File: src/rtl/uart_tx_sched_if.sv
// uart_tx_sched_if: request/transmit bundle between byte sources, the
// round-robin scheduler and the UART transmitter.
//   req, req_data  per-requester level request and its byte
//   tx_done        end-of-frame pulse from the transmitter
//   ack            one-hot grant pulse back to the chosen requester
//   tx_data        byte handed to the transmitter
//   tx_start       transmitter start pulse
//   owner          index of current/last granted requester
//   busy           scheduler not idle
//   err_timeout    transmitter failed to finish within the allowed time
// The slave modport is the scheduler's view; master is the environment's.
interface uart_tx_sched_if #(
  parameter int N_REQ  = 4,
  parameter int DATA_W = 8
);
  localparam int OWN_W = (N_REQ > 1) ? $clog2(N_REQ) : 1;

  logic [N_REQ-1:0]        req;
  logic [N_REQ*DATA_W-1:0] req_data;
  logic                    tx_done;
  logic [N_REQ-1:0]        ack;
  logic [DATA_W-1:0]       tx_data;
  logic                    tx_start;
  logic [OWN_W-1:0]        owner;
  logic                    busy;
  logic                    err_timeout;

  modport slave (
    input  req, req_data, tx_done,
    output ack, tx_data, tx_start, owner, busy, err_timeout
  );

  modport master (
    output req, req_data, tx_done,
    input  ack, tx_data, tx_start, owner, busy, err_timeout
  );
endinterface

File: src/rtl/uart_tx_sched.sv
// uart_tx_sched: round-robin scheduler sharing one UART transmitter between
// N_REQ byte sources. Latches the winning byte, pulses tx_start, waits for the
// transmitter's end-of-frame pulse (or a timeout), then holds an idle gap of
// GAP_CYC cycles before the next grant.
// Ports:
//   clk  system clock, all logic on posedge
//   res  synchronous active-low reset
//   bus  uart_tx_sched_if.slave (req/req_data/tx_done in; ack/tx_data/
//        tx_start/owner/busy/err_timeout out, all registered)
//
// state   | meaning
// --------+-----------------------------------------------------------
// S_IDLE  | waiting for any request; grants on the edge one is seen
// S_START | ack has been issued; raises tx_start for one cycle
// S_WAIT  | frame in flight; waits for tx_done or timeout
// S_GAP   | enforced idle gap after a frame before the next arbitration
module uart_tx_sched #(
  parameter int N_REQ   = 4,
  parameter int DATA_W  = 8,
  parameter int GAP_CYC = 2,
  parameter int TIMEOUT = 100000
) (
  input  logic            clk,
  input  logic            res,
  uart_tx_sched_if.slave  bus
);
  localparam int OWN_W  = (N_REQ > 1) ? $clog2(N_REQ) : 1;
  localparam int TCNT_W = (TIMEOUT > 1) ? $clog2(TIMEOUT) : 1;
  localparam int GCNT_W = (GAP_CYC > 1) ? $clog2(GAP_CYC) : 1;
  localparam logic [TCNT_W-1:0] T_LAST = TCNT_W'(TIMEOUT - 1);
  localparam logic [GCNT_W-1:0] G_LAST = GCNT_W'((GAP_CYC > 0) ? GAP_CYC - 1 : 0);

  typedef enum logic [1:0] {S_IDLE, S_START, S_WAIT, S_GAP} state_t;

  state_t              state_q, state_d;
  logic [N_REQ-1:0]    ack_q, ack_d;
  logic [DATA_W-1:0]   tx_data_q, tx_data_d;
  logic                tx_start_q, tx_start_d;
  logic [OWN_W-1:0]    owner_q, owner_d;
  logic [OWN_W-1:0]    last_q, last_d;
  logic                busy_q, busy_d;
  logic                err_q, err_d;
  logic [TCNT_W-1:0]   tcnt_q, tcnt_d;
  logic [GCNT_W-1:0]   gcnt_q, gcnt_d;
  logic [OWN_W-1:0]    pick;

  // Scan downward so the closest requester after 'from' is the last to write p.
  function automatic logic [OWN_W-1:0] rr_pick(input logic [N_REQ-1:0] r,
                                               input logic [OWN_W-1:0] from);
    logic [OWN_W-1:0] p;
    logic [OWN_W-1:0] idx_v;
    int idx;
    p = from;
    for (int k = N_REQ; k >= 1; k--) begin
      idx   = (int'(from) + k) % N_REQ;
      idx_v = OWN_W'(idx);
      if (r[idx_v]) p = idx_v;
    end
    return p;
  endfunction

  assign pick = rr_pick(bus.req, last_q);

  always_ff @(posedge clk) begin
    if (!res) begin
      state_q    <= S_IDLE;
      ack_q      <= '0;
      tx_data_q  <= '0;
      tx_start_q <= 1'b0;
      owner_q    <= '0;
      last_q     <= OWN_W'(N_REQ - 1);
      busy_q     <= 1'b0;
      err_q      <= 1'b0;
      tcnt_q     <= '0;
      gcnt_q     <= '0;
    end else begin
      state_q    <= state_d;
      ack_q      <= ack_d;
      tx_data_q  <= tx_data_d;
      tx_start_q <= tx_start_d;
      owner_q    <= owner_d;
      last_q     <= last_d;
      busy_q     <= busy_d;
      err_q      <= err_d;
      tcnt_q     <= tcnt_d;
      gcnt_q     <= gcnt_d;
    end
  end

  always_comb begin
    state_d = state_q;
    unique case (state_q)
      S_IDLE:  if (|bus.req) state_d = S_START;
      S_START: state_d = S_WAIT;
      // tx_done and the timeout limit both end the frame; a zero gap skips S_GAP.
      S_WAIT:  if (bus.tx_done || (tcnt_q == T_LAST))
                 state_d = (GAP_CYC == 0) ? S_IDLE : S_GAP;
      S_GAP:   if (gcnt_q == G_LAST) state_d = S_IDLE;
      default: state_d = S_IDLE;
    endcase
  end

  always_comb begin
    ack_d      = '0;
    tx_start_d = 1'b0;
    err_d      = 1'b0;
    tx_data_d  = tx_data_q;
    owner_d    = owner_q;
    last_d     = last_q;
    tcnt_d     = tcnt_q;
    gcnt_d     = gcnt_q;
    busy_d     = (state_d != S_IDLE);
    case (state_q)
      S_IDLE: begin
        if (|bus.req) begin
          ack_d[pick] = 1'b1;
          tx_data_d   = bus.req_data[int'(pick)*DATA_W +: DATA_W];
          owner_d     = pick;
          last_d      = pick;
        end
      end
      S_START: begin
        tx_start_d = 1'b1;
        tcnt_d     = '0;
      end
      S_WAIT: begin
        tcnt_d = tcnt_q + 1'b1;
        gcnt_d = '0;
        // A tx_done on the limit cycle wins: no error.
        if (!bus.tx_done && (tcnt_q == T_LAST)) err_d = 1'b1;
      end
      S_GAP: gcnt_d = gcnt_q + 1'b1;
      default: ;
    endcase
  end

  assign bus.ack         = ack_q;
  assign bus.tx_data     = tx_data_q;
  assign bus.tx_start    = tx_start_q;
  assign bus.owner       = owner_q;
  assign bus.busy        = busy_q;
  assign bus.err_timeout = err_q;
endmodule

File: src/flat_wrapper.sv
// flat-port wrapper written by rule: the top's interface ports become plain ports
module uart_tx_sched_flat 
#(
  parameter int N_REQ   = 4,
  parameter int DATA_W  = 8,
  parameter int GAP_CYC = 2,
  parameter int TIMEOUT = 100000
)
  (clk, res, bus_req, bus_req_data, bus_tx_done, bus_ack, bus_tx_data, bus_tx_start, bus_owner, bus_busy, bus_err_timeout);
  uart_tx_sched_if #(.N_REQ(N_REQ), .DATA_W(DATA_W)) bus_i ();
  input  logic clk;
  input  logic res;
  input wire logic [$bits(bus_i.req)-1:0] bus_req;
  input wire logic [$bits(bus_i.req_data)-1:0] bus_req_data;
  input wire logic [$bits(bus_i.tx_done)-1:0] bus_tx_done;
  output wire logic [$bits(bus_i.ack)-1:0] bus_ack;
  output wire logic [$bits(bus_i.tx_data)-1:0] bus_tx_data;
  output wire logic [$bits(bus_i.tx_start)-1:0] bus_tx_start;
  output wire logic [$bits(bus_i.owner)-1:0] bus_owner;
  output wire logic [$bits(bus_i.busy)-1:0] bus_busy;
  output wire logic [$bits(bus_i.err_timeout)-1:0] bus_err_timeout;
  assign bus_i.req = bus_req;
  assign bus_i.req_data = bus_req_data;
  assign bus_i.tx_done = bus_tx_done;
  assign bus_ack = bus_i.ack;
  assign bus_tx_data = bus_i.tx_data;
  assign bus_tx_start = bus_i.tx_start;
  assign bus_owner = bus_i.owner;
  assign bus_busy = bus_i.busy;
  assign bus_err_timeout = bus_i.err_timeout;
  uart_tx_sched #(.N_REQ(N_REQ), .DATA_W(DATA_W), .GAP_CYC(GAP_CYC), .TIMEOUT(TIMEOUT)) u_core (.clk(clk), .res(res), .bus(bus_i));
endmodule
File: config.mk
export PLATFORM = sky130hd
export DESIGN_NAME = uart_tx_sched_flat
export DESIGN_NICKNAME = d
export VERILOG_FILES = /design/src/rtl/uart_tx_sched_if.sv /design/src/rtl/uart_tx_sched.sv /design/src/flat_wrapper.sv
export SDC_FILE = /design/constraint.sdc
export NUM_CORES = 1
export LEC_CHECK = 0
export ABC_AREA = 1
export BUFFER_PORTS_ARGS = -buffer_cell sky130_fd_sc_hd__buf_2
export CAP_MARGIN = 30
export CORE_AREA = 5 5 85 87
export DETAILED_ROUTE_END_ITERATION = 12
export DIE_AREA = 0 0 90 92
export SKIP_LAST_GASP = 1
export SLEW_MARGIN = 20
export SYNTH_ARGS = -nofsm -noshare
export SYNTH_HDL_FRONTEND = slang
export SYNTH_SLANG_ARGS = --single-unit
File: constraint.sdc
create_clock -name clk -period 3.9 [get_ports clk]
set_clock_uncertainty 0.1 [all_clocks]
set_input_delay 0.78 -clock clk [delete_from_list [all_inputs] [get_ports clk]]
set_output_delay 0.78 -clock clk [all_outputs]
set_load 0.005 [all_outputs]
== Yosys cells after proc, flatten, opt, wreduce, memory -nomap -nowiden ==
Cells that the tools add are included.
Operators by class
  $add $sub $neg: 6
  $mul: 0
  divide/modulo/power cells: 0
  order comparisons: 6
  equality and inequality tests: 4
  shifts and indexed selects: 1
  multiplexer cells: 22
  bitwise gates (word level): 0
  reductions and logical operators: 12
Operator list (count)
  $pmux 17 s2: 1
  $shiftx 32x6->8: 1
  $add 17x1->17 const B: 1
  $eq 17x17->1 const B: 1
  $lt 2x3->1 const B: 5
  $mux 2: 7
  $bmux 1 s2: 4
  $pmux 2 s4: 1
  $mux 1: 7
  $reduce_bool 2->1: 3
  $add 2x1->2 const B: 2
  $add 2x2->2 const B: 2
  $eq 2x2->1 const B: 2
  $reduce_and 2->1: 2
  $reduce_or 4->1: 1
  $reduce_and 3->1: 1
  $demux 1 s2: 1
  $eq 2x1->1 const B: 1
  $ge 2x1->1 const B: 1
  $logic_and 1x1->1: 2
  $logic_not 2->1: 1
  $pmux 1 s2: 1
  $add 1x1->1 const B: 1
  $logic_not 1->1: 1
  $logic_or 1x1->1: 1
Word-level totals
  register bits after elaboration: 39
  latch bits: 0
  RAM bits: 0
  ROM bits: 0
  output and inout bits: 17
  memories kept: 0

== Longest topological paths before layout ==
  depth after elaboration: 11
  depth in mapped cells: 15

== Worst setup path before layout ==
Ideal clock, no wire load.
  path kind: flip-flop to flip-flop
  start point: reg u_core.state_q[0]
  end point: reg u_core.tcnt_q[14]
  library setup time: 0.118 ns
  arrival: 1.880 ns
  required time: 3.682 ns
  setup slack: 1.802 ns
  cell stages (with the launch flop): 13
  path buffers: 1
  period minus slack after synthesis: 2.098 ns
  cell sequence: dfxtp_1 inv_1 ha_1 buf_4 inv_1 nor2_1 nand2_1 nor2_1 nand3_1 nor2_1 nand3_1 nor3_1 nor2_1
Between the ends
  cells in the longest elaborated chain, start to end: 2
RTL lines
  from (decl): line uart_tx_sched.sv:35  | state_t state_q, state_d;
  from (signal assigned): line uart_tx_sched.sv:77  | state_q <= state_d;
  $eq 2x2->1 / $eq 2x1->1 (equally long branches): line uart_tx_sched.sv:113  | case (state_q)
  $pmux 17 s2 / $reduce_bool 2->1 (equally long branches)
  to (signal assigned): line uart_tx_sched.sv:85  | tcnt_q <= tcnt_d;
  to (decl): line uart_tx_sched.sv:43  | logic [TCNT_W-1:0] tcnt_q, tcnt_d;
Parallel ways exist; a longest one is shown, timed or not.
A chain may end at the register's enable or synchronous reset.

== Worst setup path after layout ==
Ends and elaborated chain as after synthesis.

==> impl_results.md <==
- Top post-synthesis cells by count: 59 x nand2_1, 39 x dfxtp_1, 35 x nand3_1
- NumNets Final: 403
- Top-count cell post-synth: nand2_1
- Largest net degree at the start of global routing: 22
- Slew HR: 0.635
- Area contributors post-synth: dfxtp_1 36%, nand2_1 10%, nand3_1 8.1%
- Die ar.: 8280 µm²
- IO Count: 56
- Routability cong.: 0.806
- # port buffers: 55
- Max cap viols: 0
- Adder-Cell Fraction of Synth Area: 0.0347
- Simple-gate share of the synthesized area: 0.410
- Slew Viols, Final: 0
- Post-Syn Area: 2170 µm²
- Drt initial violations: 89
- Die height: 92 µm
- H-tree depth: 2
- R2R Path Start: u_core.state_q[0]
- Share of cells above drive strength 1: 0.245
- Hold Path Origin: u_core.gcnt_q
- Post-DR wirelength/cell: 11.8 µm
- Layout area overhead: 18.9%
- Post-DRT Antenna Nets: 0
- Setup bufs post-CTS: 0
- WP data arrival: 2.58 ns
- DRC Markers: 0
- First-pass GRT wire length: 8990 µm
- Kind of critical path: reg -> reg
- Worst Setup End Kind: flip-flop
- Initial cell density of the core: 0.345
- Yosys top cell by area: dfxtp_1
- Via density: 4.90
- CP Max Fanout: 7
- Cell Area, Placed: 2470 µm²
- Leak Pwr: 1.13 nW
- Number of diodes: 0
- Vias in the first global route: 1997
- Final worst-path cycle share: 0.641
- Ys async rst share: 0
- CP Capture Point: u_core.tcnt_q[14]
- Core Area: 6280 µm²
- CP Launch Type: flip-flop
- Yosys cell types: 34
- Setup TNS: 0 ns
- Post-synth EDFFs: 0
- Power per Cell Area: 785 nW/µm²
- HPWL after DPL: 3900 µm
- Post-Route WL: 5160 µm
- Mux cell area share after synthesis: 0
- Top-area cell type share of the netlist area: 0.360
- CTS Buf Count: 5
- Status: complete, no violations
- Hold Slack: 0.381 ns
- Final Hold Viols: 0
- Worst Tran Pin Value: 0.547 ns
- Post-Syn Nets: 349
- Xor/xnor share of the synthesized area: 0
- Placed cells: 427
- Worst Hold Class: reg -> reg
- Non-filler cells, final: 436
- Via count: 2138
- Synth Warn #: 0
- Critical path required time: 3.99 ns
- Critical path origin: u_core.state_q[0]
- Seq/Total Area, Yosys: 0.360
- Setup slack, reg-to-reg: 1.40 ns
- Clock Latency Late Sink: 0.29 ns
- Longest Clk Path Bufs: 2
- Minimum clock period after layout: 2.50 ns
- Syn avg cell area: 7.12 µm²
- Clk sinks: 39
- Post_cts resized: 0
- Max Clock Freq: 0.400 GHz
- Clk pin slew, worst setup/hold paths: 0.07 ns
- # fillers: 656
- RR Endpoint: u_core.tcnt_q[14]
- Initial antenna violation count: 0
- Grt total ovfl: 0
- Peak VDD IR: 0.768 mV
- Syn Inst Count: 304
- CTS root buf: clkbuf_8
- Unrepaired setup endpoints after global routing: false
- Main flop type after synthesis: dfxtp_1
- Yosys reg bits: 39
- Overall routing resource usage: 0.129
- Complex-gate fraction of the synthesized area: 0.110
- Die width: 90 µm
- Setup violations, final: 0
- Largest family of logic cells by synthesized area: simple AND/OR/NAND/NOR gates
- Total power: 0.00202 W
- Rows: 29
- Post-Layout Inst Area: 2580 µm²
- CTS tree: done
- First-pass detailed-route iteration total: 4
- Post-CTS Hold Buffers: 0
- FF-to-FF path depth: 11
## flip-flops by register name, summed over array words and instances (netlist names)
| register | count |
|---|---|
| u_core.tcnt_q | 17 |
| u_core.bus.tx_data | 8 |
| u_core.bus.ack | 4 |
| u_core.bus.owner | 2 |
| u_core.last_q | 2 |
| u_core.state_q | 2 |
| u_core.bus.busy | 1 |
| u_core.bus.err_timeout | 1 |
| u_core.bus.tx_start | 1 |
| u_core.gcnt_q | 1 |
## power breakdown
group          switching (W)  total (W)  leakage, nW  internal (W)
Sequential         0.0000713   0.000560        0.319      0.000489
Clock               0.000138   0.000299       0.0515      0.000161
Combinational       0.000767    0.00116        0.764      0.000395
Total               0.000976    0.00202         1.13       0.00104
## worst max-delay path, cell delays in order, from the launching register on
cell and delay, ns:
dfxtp_1 0.38, inv_1 0.12, ha_1 0.44, inv_1 0.12, nor2_1 0.28, nand2_1 0.09
nor2_1 0.19, nand3_1 0.15, nor2_1 0.19, nand3_1 0.13, nor3_1 0.15, nor2_1 0.06
## layout by cell type (no fill, tap or decap), types with 6 or more instances in the layout
cell type   n
dfxtp_1    39
ha_1        6
nor2_1     34
nand2_2     8
clkbuf_8    7
nor3_1      9
nand2_1    59
nand4_1    14
o21ai_0    15
a21oi_1    19
inv_1      24
nand3_1    35
buf_2      55
## cells by family (layout without fill, tap and decap cells)
logic type | Yosys count | count (layout)
simple gates | 179 | 179
buf+inv | 37 | 92
compound gates | 43 | 43
flops | 39 | 39
fa+ha+maj | 6 | 6
## final cells by class
type / count / area (µm²) / area share
well taps: 77 / 96.3 / 0.0374
inverters: 28 / 115 / 0.0447
flip-flops and latches: 39 / 781 / 0.303
clock buffers: 8 / 100 / 0.0389
multi-input cells: 228 / 1200 / 0.466
repair buffers: 56 / 283 / 0.110
## worst min-delay path by stage
stage	cells past startpoint	endpoint
finish	2	u_core.gcnt_q
global route	2	u_core.bus.owner[1]
CTS	2	u_core.gcnt_q
detailed placement	2	u_core.gcnt_q
global placement	2	u_core.gcnt_q
floorplan	1	u_core.tcnt_q[3]
## stage by stage
step / setup slack [ns] / utilization
after CTS: 1.41 / 0.409
after global routing: 1.09 / 0.410
after detailed placement: 1.29 / 0.393
after floorplan: 1.80 / -
after global placement: 1.37 / 0.393
final: 1.40 / 0.410
## metal layers
layer  up-vias  share of wire  global-route usage
met4         0          0.015              0.0484
li1       1125              -                   -
met2        46           0.49               0.218
met1       960           0.45               0.157
met5         -              0                   0
met3         7          0.044              0.0344
(Power assumes the default switching activity.)
